## src/rtl/sram_bus_arbiter.sv

```systemverilog
// Two-master sram-like arbiter: shares one memory port between the
// instruction-fetch and data-access masters, one transaction in flight.
module sram_bus_arbiter #(
    parameter int unsigned DATA_PRIO = 1,
    parameter int unsigned AW        = 32
) (
    input  logic          clk,
    input  logic          rst,

    input  logic          inst_req,
    input  logic [1:0]    inst_size,
    input  logic [AW-1:0] inst_addr,
    output logic          inst_addr_ok,
    output logic          inst_data_ok,
    output logic [31:0]   inst_rdata,

    input  logic          data_req,
    input  logic          data_wr,
    input  logic [1:0]    data_size,
    input  logic [AW-1:0] data_addr,
    input  logic [31:0]   data_wdata,
    output logic          data_addr_ok,
    output logic          data_data_ok,
    output logic [31:0]   data_rdata,

    output logic          mem_req,
    output logic          mem_wr,
    output logic [1:0]    mem_size,
    output logic [AW-1:0] mem_addr,
    output logic [31:0]   mem_wdata,
    input  logic          mem_addr_ok,
    input  logic          mem_data_ok,
    input  logic [31:0]   mem_rdata,

    output logic          busy
);

    localparam bit dataPrio = (DATA_PRIO != 0);

    typedef enum logic [1:0] {
        IDLE = 2'd0,
        ADDR = 2'd1,
        DATA = 2'd2
    } stateT;

    stateT stateQ, stateD;
    logic  ownerQ, ownerD;   // 0 = inst, 1 = data
    logic  lastQ, lastD;     // round-robin pointer: most recent grant

    logic  anyReq;
    logic  pickOwner;
    logic  ownerReq;
    logic  exitNow;

    // Arbitration decision, evaluated whenever a grant can happen.
    always_comb begin
        anyReq   = inst_req | data_req;
        ownerReq = ownerQ ? data_req : inst_req;
        if (dataPrio) begin
            pickOwner = data_req;
        end else if (inst_req && data_req) begin
            pickOwner = ~lastQ;
        end else begin
            pickOwner = data_req;
        end
    end

    // State, owner and round-robin pointer registers.
    always_ff @(posedge clk or negedge rst) begin
        if (!rst) begin
            stateQ <= IDLE;
            ownerQ <= 1'b0;
            lastQ  <= 1'b1;
        end else begin
            stateQ <= stateD;
            ownerQ <= ownerD;
            lastQ  <= lastD;
        end
    end

    // Next-state logic and owner-steered request/response muxing.
    always_comb begin
        stateD       = stateQ;
        ownerD       = ownerQ;
        lastD        = lastQ;
        exitNow      = 1'b0;
        inst_addr_ok = 1'b0;
        inst_data_ok = 1'b0;
        inst_rdata   = '0;
        data_addr_ok = 1'b0;
        data_data_ok = 1'b0;
        data_rdata   = '0;
        mem_req      = 1'b0;
        mem_wr       = 1'b0;
        mem_size     = '0;
        mem_addr     = '0;
        mem_wdata    = '0;
        busy         = (stateQ != IDLE);

        case (stateQ)
            IDLE: begin
                if (anyReq) begin
                    stateD = ADDR;
                    ownerD = pickOwner;
                    lastD  = pickOwner;
                end
            end
            ADDR: begin
                if (!ownerReq) begin
                    // Owner withdrew before acceptance: issue nothing.
                    stateD = IDLE;
                end else begin
                    mem_req   = 1'b1;
                    mem_wr    = ownerQ & data_wr;
                    mem_size  = ownerQ ? data_size  : inst_size;
                    mem_addr  = ownerQ ? data_addr  : inst_addr;
                    mem_wdata = ownerQ ? data_wdata : 32'h0;
                    if (ownerQ) begin
                        data_addr_ok = mem_addr_ok;
                    end else begin
                        inst_addr_ok = mem_addr_ok;
                    end
                    if (mem_addr_ok) begin
                        if (mem_data_ok) begin
                            // Zero-latency slave: response arrives with acceptance.
                            if (ownerQ) begin
                                data_data_ok = 1'b1;
                                data_rdata   = mem_rdata;
                            end else begin
                                inst_data_ok = 1'b1;
                                inst_rdata   = mem_rdata;
                            end
                            exitNow = 1'b1;
                        end else begin
                            stateD = DATA;
                        end
                    end
                end
            end
            DATA: begin
                if (ownerQ) begin
                    data_data_ok = mem_data_ok;
                    data_rdata   = mem_rdata;
                end else begin
                    inst_data_ok = mem_data_ok;
                    inst_rdata   = mem_rdata;
                end
                exitNow = mem_data_ok;
            end
            default: begin
                stateD = IDLE;
            end
        endcase

        // Response done: re-grant immediately if anyone is waiting.
        if (exitNow) begin
            if (anyReq) begin
                stateD = ADDR;
                ownerD = pickOwner;
                lastD  = pickOwner;
            end else begin
                stateD = IDLE;
            end
        end
    end

endmodule
```

## config.mk

```make
export PLATFORM = sky130hd
export DESIGN_NAME = sram_bus_arbiter
export DESIGN_NICKNAME = d
export VERILOG_FILES = /design/src/rtl/sram_bus_arbiter.sv
export SDC_FILE = /design/constraint.sdc
export NUM_CORES = 1
export LEC_CHECK = 0
export BUFFER_PORTS_ARGS = -buffer_cell sky130_fd_sc_hd__buf_2
export CORE_AREA = 4 4 104 106
export CTS_BUF_LIST = sky130_fd_sc_hd__clkbuf_8
export DETAILED_ROUTE_END_ITERATION = 6
export DIE_AREA = 0 0 108 110
export MAX_ROUTING_LAYER = met4
export SLEW_MARGIN = 20
export SYNTH_ARGS = -nofsm -noshare
export SYNTH_HDL_FRONTEND = slang
export SYNTH_SLANG_ARGS = --single-unit
```

## constraint.sdc

```tcl
create_clock -name clk -period 3.1 [get_ports clk]
set_clock_uncertainty 0.2 [all_clocks]
set_input_delay 0.62 -clock clk [delete_from_list [all_inputs] [get_ports clk]]
set_output_delay 0.62 -clock clk [all_outputs]
set_load 0.01 [all_outputs]
```

==> metrics.md <==
| Metric | Value |
|---|---|
| Internal | 695.5 uW |
| CTS Buf Count | 3 |
| Fin nets | 638 |
| Comb power frac | 0.861 |
| Place WS | 0.5723 ns |
| Rows | 36 |
| Pins Over Slew Limit | 0 |
| Peak supply drop | 0.2041 mV |
| Via count | 2516 |
| Setup-failing EPs final | 0 |
| Synth cell count leaders | 98 x and2_1, 35 x nor2_1, 34 x mux2i_1, 11 x buf_2 |
| Uppermost routed layer | met4 |
| Yosys warning total | 0 |
| Worst skew pair latency | 0.21 ns |
| Global-route wire length before repair | 11.05 mm |
| Top cell type's share of synthesized area | 0.4003 |
| Post-detailed-route count of antenna-violating nets | 0 |
| Largest net degree at the start of global routing | 37 |
| CP delay by family, top | buffers and inverters |
| Post-Synthesis Cells | 226 |
| Vias in the first global route | 2320 |
| Ant diodes | 0 |
| Clock share of power | 0.078 |
| CTS sink cnt | 3 |
| Die ar. | 11880 sq um |
| Hold Crit Class | register to register |
| Post-Syn Area per Cell | 6.776 sq um |
| Status | completed |
| Area delta synth->final | 101.6% |
| Fin crit period | 2.757 ns |
| Share of layout cells above drive strength 1 | 0.5838 |
| Post-Syn Area | 1531 sq um |
| Area leader, netlist | and2_1 |
| CTS tree | done |
| Die Ht | 110 um |
| Critical Path, Cell by Cell | inv_1 > ha_1 > clkinv_1 > a21oi_1 > buf_4 > and2_1 > buf_2 |
| Placed insts | 623 |
| # DRC | 0 |
| Register share of total power | 0.061 |
| Routed wire length | 8.143 mm |
| Layout Cells excl Fill | 628 |
| Dominant register cell in the synthesized netlist | dfrtp_1 |
| Maxcap violations | 0 |
| Top cells by area, synth | and2_1 40%, mux2i_1 22%, nor2_1 8.6% |
| Hold Fails Final Rpt | 0 |
| Root Buffer | clkbuf_8 |
| Arrival @ worst endpoint | 1.94 ns |
| Switching part of the total | 0.5020 |
| DRT iter0 DRCs | 132 |
| Crit share post-route | 0.8893 |
| Worst slew pin tran | 0.3533 ns |
| GRT Residual Overflow | 0 |
| Placer congestion estimate | 0.7736 |
| CP max-delay cell | dfrtp_1 |
| IO Pins | 276 |
| Synth unique cells | 30 |
| Metal-1 WL | 2.989 mm |
| Clock slew at reported path FFs | 0.03 ns |
| Pwr Density | 452.3 nW/um^2 |
| CP endpoint kind | output pin |
| Post-Place Cell Area | 3033 sq um |
| WL per Instance | 12.97 um |
| Worst setup margin | 0.3433 ns |
| Clock Tree Buf Depth | 2 |
| RSZ-0062 raised after global routing | false |
| Worst path max stage delay | 0.40 ns |
| EDFF count, synth | 0 |
| Initial antenna violation count | 0 |
| Required time worst endpoint | 2.28 ns |
| DIE WIDTH | 108 um |
| Post-route setup TNS | 0 ns |
| DR WL met2 | 3.959 mm |
| Crit path kind | register to output pin |
| Ys async rst share | 1.000 |
| Post-synth net total | 368 |
| I/O Buffers | 275 |
| Core ar. | 9774 sq um |
| Switching power | 701.1 uW |
| Worst-path fanout max | 32 |
| DR pass1 iterations | 4 |
| Final instance area | 3088 sq um |
| Post-CTS setup buffer count | 0 |
| Met3 WL | 1.075 mm |
| Post-detail-place hpwl | 7.191 mm |
| GR Util All Layers | 0.1167 |
| Seq/Total Area, Yosys | 0.04902 |
| Vias/cell | 4.006 |
| LEAKAGE | 0.002084 uW |
| Final Core Density | 0.3159 |
| H-tree depth | 1 |
| Synthesized flop and latch total | 3 |
| Worst setup SP type | register |
| Most common cell in the synthesized netlist | and2_1 |
| Initial Utilization | 0.1567 |
| CP bufs+invs | 4 |
| Slew HR | 0.7598 |
| Max Freq | 0.3628 GHz |
[power groups by stage]
stage | Combinational, uW | Clock, uW | Sequential (uW)
after global routing | 1330 | 116 | 90.7
after global placement | 1210 | 0 | 86.2
after detailed placement | 1220 | 0 | 85.8
after CTS | 1230 | 112 | 85.5
after floorplan | 788 | 0 | 71.2
final | 1200 | 109 | 85.5
[logic make-up (layout without fill, tap and decap cells)]
group	count (synthesis)	count (layout)	synth area share
simple gates	148	148	0.5458
mux	35	35	0.2312
buf+inv	23	292	0.08005
compound gates	14	14	0.06944
fa+ha+maj	3	3	0.02451
flops	3	3	0.04902
[stage by stage]
stage,hold WS [ns],power [uW]
floorplan,0.1244,859.7
global placement,0.2159,1292
detailed placement,0.2216,1310
CTS,0.4108,1428
global route,0.4323,1536
finish,0.4090,1397
[layout make-up]
type,instances,area (sq um)
Sequential cell,3,76.32
Timing Repair Buffer,282,1444
Clock inverter,1,3.754
Fill cell,1067,6686
Multi-Input combinational cell,200,1334
Clock buffer,3,41.29
Tap cell,133,166.4
Inverter,6,22.52
[layer usage]
layer	GRT usage	up-vias
li1	-	1272
met3	0.02679	8
met1	0.1325	1059
met2	0.2069	177
met5	-	-
met4	0.03246	0
[repair_timing]
action,CTS,global route
resized for setup,0,0
endpoints found under the hold margin,3,0
hold buffers,1,0
endpoints found under the setup margin,0,0
[sequential cells by signal, indices dropped and copies added, names as in the netlist]
name    count
stateQ      2
ownerQ      1
[tightest hold or removal path: cells and delay by family, from the launching register on]
family | cells | cell delay (ns)
AO/OA/AOI/OAI | 2 | 0.16
flip-flops | 1 | 0.40
[worst paths after layout]
kind,endpoint,slack (ns),cells past startpoint,start
worst max-delay path,data_rdata[10],0.34,7,stateQ[0]
worst min-delay path,stateQ[0],0.41,2,stateQ[0]
worst max register to register,ownerQ,1.18,5,stateQ[0]
worst min register to register,stateQ[0],0.41,2,stateQ[0]
max in group asynchronous,ownerQ,2.03,2,rst
min in group asynchronous,stateQ[0],0.55,2,rst
[cell usage in the layout (no fill, tap or decap), types with 2 or more instances in the layout]
cell type	synthesis	routed
dfrtp_1	3	2
nor2b_1	3	3
a21oi_1	4	4
o211ai_1	2	2
nand4_1	3	3
mux2i_1	34	34
nand2_1	3	3
nand2b_1	2	2
buf_2	11	275
and2_1	98	98
buf_4	0	5
inv_1	4	5
ha_1	3	3
nor2_1	35	35
clkbuf_8	0	3
No activity file was read; power rests on OpenSTA's default activity.
